File: config.mk
export PLATFORM = sky130hd
export DESIGN_NAME = mcycle
export DESIGN_NICKNAME = d
export VERILOG_FILES = /design/src/rtl/mcycle.sv
export SDC_FILE = /design/constraint.sdc
export NUM_CORES = 1
export LEC_CHECK = 0
export ABC_AREA = 1
export CAP_MARGIN = 40
export CORE_UTILIZATION = 57
export CTS_CLUSTER_DIAMETER = 200
export DETAILED_ROUTE_END_ITERATION = 12
export GPL_ROUTABILITY_DRIVEN = 0
export HOLD_SLACK_MARGIN = 0.02
export PLACE_DENSITY = 0.77
export SLEW_MARGIN = 20
export SYNTH_ARGS = -nofsm -noshare
export SYNTH_HDL_FRONTEND = slang
export SYNTH_SLANG_ARGS = --single-unit
File: constraint.sdc
create_clock -name CLK -period 2.8 [get_ports CLK]
set_input_delay 0.56 -clock CLK [delete_from_list [all_inputs] [get_ports CLK]]
set_output_delay 0.56 -clock CLK [all_outputs]
set_load 0.01 [all_outputs]
File: src/rtl/mcycle.sv
// mcycle: iterative shift-add multiplier / restoring divider.
// One iteration per cycle; results commit on the last edge.
module mcycle #(
  parameter int WIDTH = 4
) (
  input  logic             CLK,
  input  logic             RESET,
  input  logic             Start,
  input  logic [1:0]       MCycleOp,
  input  logic [WIDTH-1:0] Operand1,
  input  logic [WIDTH-1:0] Operand2,
  output logic [WIDTH-1:0] Result1,
  output logic [WIDTH-1:0] Result2,
  output logic             Busy
);

  localparam int CW = (WIDTH > 2) ? $clog2(WIDTH) : 1;

  typedef enum logic {
    IDLE,
    COMPUTING
  } state_t;

  state_t state, state_nx;

  logic [CW-1:0]    count;
  logic [1:0]       op;
  logic [WIDTH-1:0] m1;
  logic [WIDTH-1:0] m2;
  logic [WIDTH-1:0] op1_raw;
  logic             s1;
  logic             s2;
  logic [WIDTH-1:0] hi;
  logic [WIDTH-1:0] lo;

  logic             is_signed_in;
  logic [WIDTH-1:0] mag1_in;
  logic [WIDTH-1:0] mag2_in;
  logic             last;
  logic             accept;

  logic [WIDTH:0]   msum;
  logic [WIDTH-1:0] mul_hi;
  logic [WIDTH-1:0] mul_lo;
  logic [WIDTH:0]   dt;
  logic [WIDTH:0]   ddiff;
  logic             dge;
  logic [WIDTH-1:0] div_hi;
  logic [WIDTH-1:0] div_lo;
  logic [WIDTH-1:0] nhi;
  logic [WIDTH-1:0] nlo;

  logic [2*WIDTH-1:0] prod;
  logic [2*WIDTH-1:0] prod_neg;
  logic [WIDTH-1:0]   fin1;
  logic [WIDTH-1:0]   fin2;

  assign Busy   = (state == COMPUTING);
  assign accept = (state == IDLE) && Start;
  assign last   = (count == CW'(WIDTH - 1));

  // operand magnitudes for signed ops (most-negative maps to itself)
  always_comb begin
    is_signed_in = ~MCycleOp[0];
    mag1_in = Operand1;
    mag2_in = Operand2;
    if (is_signed_in && Operand1[WIDTH-1])
      mag1_in = -Operand1;
    if (is_signed_in && Operand2[WIDTH-1])
      mag2_in = -Operand2;
  end

  // one multiply step and one restoring-divide step
  always_comb begin
    msum   = {1'b0, hi} + (lo[0] ? {1'b0, m1} : '0);
    mul_hi = msum[WIDTH:1];
    mul_lo = {msum[0], lo[WIDTH-1:1]};
    dt     = {hi, lo[WIDTH-1]};
    ddiff  = dt - {1'b0, m2};
    dge    = (dt >= {1'b0, m2});
    div_hi = dge ? ddiff[WIDTH-1:0] : dt[WIDTH-1:0];
    div_lo = {lo[WIDTH-2:0], dge};
    nhi    = op[1] ? div_hi : mul_hi;
    nlo    = op[1] ? div_lo : mul_lo;
  end

  // sign correction and divide-by-zero override
  always_comb begin
    prod     = {nhi, nlo};
    prod_neg = -prod;
    fin1     = nlo;
    fin2     = nhi;
    if (!op[1]) begin
      if (!op[0] && (s1 ^ s2)) begin
        fin1 = prod_neg[WIDTH-1:0];
        fin2 = prod_neg[2*WIDTH-1:WIDTH];
      end
    end else if (m2 == '0) begin
      fin1 = '1;
      fin2 = op1_raw;
    end else if (!op[0]) begin
      if (s1 ^ s2)
        fin1 = -nlo;
      if (s1)
        fin2 = -nhi;
    end
  end

  // state register
  always_ff @(posedge CLK or negedge RESET) begin
    if (!RESET)
      state <= IDLE;
    else
      state <= state_nx;
  end

  // next-state logic
  always_comb begin
    state_nx = state;
    unique case (state)
      IDLE:      if (Start) state_nx = COMPUTING;
      COMPUTING: if (last) state_nx = IDLE;
      default:   state_nx = IDLE;
    endcase
  end

  // operand capture, iteration and result commit
  always_ff @(posedge CLK or negedge RESET) begin
    if (!RESET) begin
      count   <= '0;
      op      <= '0;
      m1      <= '0;
      m2      <= '0;
      op1_raw <= '0;
      s1      <= 1'b0;
      s2      <= 1'b0;
      hi      <= '0;
      lo      <= '0;
      Result1 <= '0;
      Result2 <= '0;
    end else if (accept) begin
      count   <= '0;
      op      <= MCycleOp;
      m1      <= mag1_in;
      m2      <= mag2_in;
      op1_raw <= Operand1;
      s1      <= Operand1[WIDTH-1];
      s2      <= Operand2[WIDTH-1];
      hi      <= '0;
      lo      <= MCycleOp[1] ? mag1_in : mag2_in;
    end else if (state == COMPUTING) begin
      count <= count + 1'b1;
      hi    <= nhi;
      lo    <= nlo;
      if (last) begin
        Result1 <= fin1;
        Result2 <= fin2;
      end
    end
  end

endmodule

==> results of run 1 <==
## metal layers
metal	vias up	wire, um
li1	1020	-
met1	989	2390
met2	81	2730
met3	12	314
met4	0	95
met5	-	0
## registers in the layout (all words and copies together) (netlist names)
name and count:
s2 1, Busy 1, lo 4, op1_raw 3, Result2 4, op 2
count 2, m2 4, hi 4, m1 4, Result1 4
## metrics by stage
stage	hold slack [ns]	setup slack, ns	area, um2	power, uW	util
2_1_floorplan	0.264	0.736	2260	2710	-
3_3_place_gp	0.473	0.598	2510	3220	0.671
3_5_place_dp	0.473	0.519	2510	3280	0.671
4_1_cts	0.491	0.489	2630	3770	0.702
5_1_grt	0.533	0.265	2630	4120	0.702
6_report	0.494	0.452	2630	3790	0.702
## worst min-delay path, cell delays in order, from the launching register on
cell     delay [ns]
dfrtp_1        0.36
nand2_1        0.05
nand2_1        0.05
## cell families (layout without fill, tap and decap cells)
logic type               after synthesis  in the layout  synth area share
buffers and inverters                 54             82             0.101
XOR/XNOR                               7              7            0.0271
AND/OR/NAND/NOR                      142            142             0.293
flip-flops                            33             33             0.366
AO/OA/AOI/OAI                         50             50             0.129
adder cells (fa/ha/maj)               14             14            0.0842
## synthesized netlist by cell type (3+ instances only)
| cell type | instances |
|---|---|
| nand2_1 | 74 |
| xor2_1 | 5 |
| nor3_1 | 3 |
| o21ai_0 | 21 |
| nor2_1 | 22 |
| a22oi_1 | 3 |
| inv_1 | 46 |
| a21oi_1 | 9 |
| nand2_4 | 4 |
| nand3_2 | 4 |
| o22ai_1 | 4 |
| nand3_1 | 19 |
| a31oi_1 | 3 |
| ha_1 | 12 |
| dfrtp_1 | 33 |
| nand2_2 | 9 |
## report_power, final
part	switching, uW	total, uW	internal [uW]
Sequential	234	947	713
Combinational	1480	2390	906
Clock	192	459	266
## cell type report
type / count / area (um2)
well taps: 48 / 60.1
repair buffers: 25 / 240
inverters: 49 / 184
multi-input cells: 213 / 1200
flip-flops and latches: 33 / 826
fillers: 334 / 1110
clock buffers: 5 / 68.8
clock inverters: 3 / 46.3
## worst min path at each step
stage	startpoint	endpoint	depth (start not counted)	slack, ns
2_1_floorplan	RESET	Busy$_DFF_PN0_	0	0.26
3_3_place_gp	Result2[2]$_DFFE_PN0P_	Result2[2]$_DFFE_PN0P_	2	0.47
3_5_place_dp	op1_raw[2]$_DFFE_PN0P_	op1_raw[2]$_DFFE_PN0P_	2	0.47
4_1_cts	op1_raw[2]$_DFFE_PN0P_	op1_raw[2]$_DFFE_PN0P_	2	0.49
5_1_grt	count[1]$_DFFE_PN0P_	count[1]$_DFFE_PN0P_	1	0.53
6_report	op1_raw[2]$_DFFE_PN0P_	op1_raw[2]$_DFFE_PN0P_	2	0.49
## cell usage in the layout, fill, tap and decap left out, types with 9 or more instances in the layout
cell | netlist | layout
clkdlybuf4s50_1 | 0 | 21
nand2_1 | 74 | 74
o21ai_0 | 21 | 21
a21oi_1 | 9 | 9
nor2_1 | 22 | 22
nand3_1 | 19 | 19
inv_1 | 46 | 46
dfrtp_1 | 33 | 33
ha_1 | 12 | 12
nand2_2 | 9 | 9
==> impl_metrics.py, run 1 <==
metrics = {
    "run_status": {
        "status": "complete, no violations",
    },
    "clock_tree": {
        "h-tree-depth": 2,
        "cts_hold_buf": 0,
        "cts_buffers": 5,
        "clkSinkCount": 33,
        "path_clk_slew_ns": 0.07,
        "clock_path_buffers": 2,
        "cts_resized": 0,
        "clockRootBuffer": "clkbuf_8",
        "clock_latency_ns": 0.29,
        "cts_setup_buffers": 0,
        "cts_tree": "yes",
    },
    "logic_synthesis": {
        "synth_area_leader_cell": "dfrtp_1",
        "synth_cells": 300,
        "ys.flop_type": "dfrtp_1",
        "synth.distinct_cells": 35,
        "yosysTopAreaCellShare": 0.366,
        "synth.top_cells.by_area": "dfrtp_1 (37%), nand2_1 (12%), inv_1 (7.6%)",
        "synth_edf_count": 0,
        "syn-cell-area_mm2": 0.00226,
        "avgSynthCellArea_um2": 7.53,
        "ys_seq_area_frac": 0.366,
        "synthArstFlopShare": 1.00,
        "ys_seq_elements": 33,
        "synth_warnings": 0,
        "syn-num-nets": 327,
    },
    "sta": {
        "finalCriticalPeriod_ns": 2.35,
        "clock_skew_ns": 0.00491,
        "fmax_ghz": 0.426,
        "worst_slew_pin_slew_ns": 0.617,
        "relSlewSlack": 0.589,
        "post-route-period-util": 0.838,
        "hold_viol": 0,
        "tns_ns": 0,
        "rsz0062_at_grt": "false",
        "drv_slew": 0,
        "setup_viol": 0,
    },
    "grt": {
        "grt_pass1_vias": 2012,
        "antenna_found_initial": 0,
        "overflow": 0,
        "grtUsageMet3": 0.0599,
        "grt_start_max_net_pins": 34,
        "busiest_layer": "met2",
        "grt_pass1_wl_um": 9140,
        "grtUsageMet1": 0.355,
        "met2_usage": 0.507,
        "grtUsageTotal": 0.290,
    },
    "layout": {
        "fin_nets": 354,
        "final_cells": 376,
        "syn_to_final_growth_pct": 16.4,
        "drive_gt1_frac": 0.113,
        "antennaDiodeCount": 0,
    },
    "job": {
        "maxCapViolCount": 0,
    },
    "critical_path": {
        "r2r_end": "Result2[2]$_DFFE_PN0P_",
        "worstSetupEndpointType": "flop",
        "critPathKind": "flop to flop",
        "rrSetupSlack_ns": 0.45,
        "path_cells": "inv_1, ha_1, a21oi_1, nand2_1, nand2_4, nand3_2, nand2_2, ha_1, inv_1, nor3_1, nor2_1, inv_2, nand3_1, nand3_1, nand2_1, nand2_1, nand2_1",
        "setup.worst_path.end": "Result2[2]$_DFFE_PN0P_",
        "reg2reg_depth": 17,
        "required_ns": 2.98,
        "crit_buf_inv": 3,
        "max_stage_delay_ns": 0.37,
        "cp_num_cells": 17,
        "critPathSlowestCell": "dfrtp_1",
        "crit_fanout": 6,
        "cpMostUsedCell": "nand2_1",
        "cp-startpoint": "m2[2]$_DFFE_PN0P_",
        "r2r-start": "m2[2]$_DFFE_PN0P_",
        "critPathLaunchType": "flop",
        "path_delay_family": "simple AND/OR/NAND/NOR gates",
        "arrival_ns": 2.53,
    },
    "floorplanning": {
        "dieArea_mm2": 0.00422,
        "ios": 22,
        "initial_core_util": 0.603,
        "floorplan.rows": 22,
        "die_height_um": 64.9,
        "core_mm2": 0.00374,
        "die_w_um": 64.9,
    },
    "drt": {
        "drt-pass1-iter-count": 5,
        "ant_nets": 0,
        "via_per_inst": 5.59,
        "routedWlPerCell_um": 14.7,
        "drt_iter0_markers": 112,
        "drt_wl_total_um": 5530,
        "via_count": 2102,
        "drc_errors": 0,
    },
    "power": {
        "pwr_density_cell_mw_per_mm2": 1440,
        "p_leak_uw": 0.00136,
        "peakVddDrop_uv": 743,
    },
    "placement": {
        "place_inst": 368,
        "dp_hpwl_um": 4130,
        "portBuffers": 21,
    },
    "worst_hold_path": {
        "hp-class": "flop to flop",
    },
}
Note: power is estimated with default switching activity, not from simulation.
==> inputs of run 2 (changes only) <==
CORE_UTILIZATION = 52   (was 57)
PLACE_DENSITY = 0.74   (was 0.77)
clock period = 2.1 ns   (was 2.8 ns; I/O delays follow)
==> impl_metrics.py, run 2 (same netlist as run 1, synthesis figures left out) <==
metrics = {
    "run_status": {
        "status": "complete, but fails checks",
        "violations": "negative setup slack",
    },
    "clock_tree": {
        "clkSinkCount": 33,
        "clock_latency_ns": 0.29,
        "clockRootBuffer": "clkbuf_8",
        "path_clk_slew_ns": 0.07,
        "h-tree-depth": 2,
        "clock_path_buffers": 2,
        "cts_buffers": 5,
        "cts_tree": "yes",
    },
    "sta": {
        "relSlewSlack": 0.657,
        "rsz0062_at_grt": "true",
        "setup_viol": 2,
        "drv_slew": 0,
        "tns_ns": -0.0837,
        "fmax_ghz": 0.459,
        "clock_skew_ns": 0.00470,
        "post-route-period-util": 1.04,
        "finalCriticalPeriod_ns": 2.18,
        "layout_setup_ws_ns": -0.0797,
        "worst_slew_pin_slew_ns": 0.511,
        "hold_viol": 0,
    },
    "layout": {
        "final_cell_mix": "nand2_1 (62), inv_1 (39), buf_4 (35), dfrtp_1 (32)",
        "syn_to_final_growth_pct": 35.9,
        "fin_nets": 387,
        "drive_gt1_frac": 0.288,
        "fillers": 306,
        "antennaDiodeCount": 0,
        "layout_commonest_cell": "nand2_1",
    },
    "floorplanning": {
        "initial_core_util": 0.553,
        "core_mm2": 0.00409,
        "ios": 22,
        "die_height_um": 67.9,
        "dieArea_mm2": 0.00461,
        "floorplan.rows": 23,
        "die_w_um": 67.9,
    },
    "critical_path": {
        "worstSetupEndpointType": "flop",
        "required_ns": 2.28,
        "arrival_ns": 2.36,
        "critPathKind": "flop to flop",
        "crit_fanout": 3,
        "critPathLaunchType": "flop",
    },
    "drt": {
        "drt_iter0_markers": 211,
        "routedWlPerCell_um": 15.3,
        "via_count": 2216,
        "drc_errors": 0,
        "drt-pass1-iter-count": 4,
        "drt_wl_total_um": 6290,
        "ant_nets": 0,
        "via_per_inst": 5.39,
    },
    "worst_hold_path": {
        "hp-class": "flop to flop",
    },
    "grt": {
        "antenna_found_initial": 0,
        "grt_pass1_vias": 1949,
        "grt_pass1_wl_um": 9180,
        "overflow": 0,
        "grt_start_max_net_pins": 34,
        "grtUsageTotal": 0.276,
    },
    "job": {
        "maxCapViolCount": 0,
    },
    "placement": {
        "dp_hpwl_um": 4130,
        "portBuffers": 21,
    },
}
run 2: routing by layer:
| layer | global-route usage | part of all wire | vias up |
|---|---|---|---|
| li1 | - | - | 1082 |
| met2 | 0.439 | 0.49 | 67 |
| met4 | 0.0885 | 0.025 | 0 |
| met3 | 0.0500 | 0.038 | 18 |
| met5 | 0 | 0 | - |
| met1 | 0.379 | 0.45 | 1049 |
run 2: final cells by class:
cell class	count	area, um2	share of cell area
clock buffer	7	86.3	0.0281
sequential	33	827	0.269
tap	50	62.6	0.0204
clock inverter	1	30.0	0.00978
inverter	49	186	0.0607
timing repair buffer	58	495	0.161
multi-input combinational	213	1380	0.450
run 2: worst max-delay path, stage by stage (launching register included):
cell,delay [ns]
dfrtp_1,0.44
ha_4,0.32
nand2_4,0.05
inv_2,0.05
nand2_2,0.05
nand2_2,0.07
nand2_4,0.07
nand3_4,0.07
nand2_4,0.07
ha_4,0.16
inv_2,0.05
nor3_2,0.03
nor2_1,0.23
inv_2,0.08
nand2_2,0.07
nand2_2,0.05
nand3_2,0.05
nand2_1,0.05
nand2_1,0.05
nand2_1,0.05
run 2: per-stage QoR:
stage	hold WS (ns)	cells	worst slack (ns)	instance area (um2)	util
CTS	0.492	398	-0.00380	2800	0.686
global route	0.517	411	-0.164	3070	0.751
finish	0.493	411	-0.0797	3070	0.751
detailed placement	0.475	386	-0.0634	2640	0.645
global placement	0.476	386	-0.0133	2640	0.645
floorplan	0.124	300	0.0363	2260	-
run 2: worst paths after layout:
path                                        startpoint                endpoint  slack, ns  cells past startpoint
worst min register to register  Result2[2]$_DFFE_PN0P_  Result2[2]$_DFFE_PN0P_       0.49                      2
worst min-delay path            Result2[2]$_DFFE_PN0P_  Result2[2]$_DFFE_PN0P_       0.49                      2
max in group asynchronous                        RESET       hi[0]$_DFFE_PN0P_       1.23                      2
worst max register to register       hi[1]$_DFFE_PN0P_  Result2[2]$_DFFE_PN0P_      -0.08                     19
min in group asynchronous                        RESET  Result2[1]$_DFFE_PN0P_       0.54                      2
worst max-delay path                 hi[1]$_DFFE_PN0P_  Result2[2]$_DFFE_PN0P_      -0.08                     19
run 2: timing repair:
action	CTS	global route
hold buffers	0	0
resized for setup	6	44
endpoints found under the setup margin	2	5
buffers inserted	4	13
pin swaps	1	23
Power of run 2 is not shown: default switching activity piles up to over one toggle a cycle in this logic, so the estimate is an artifact.
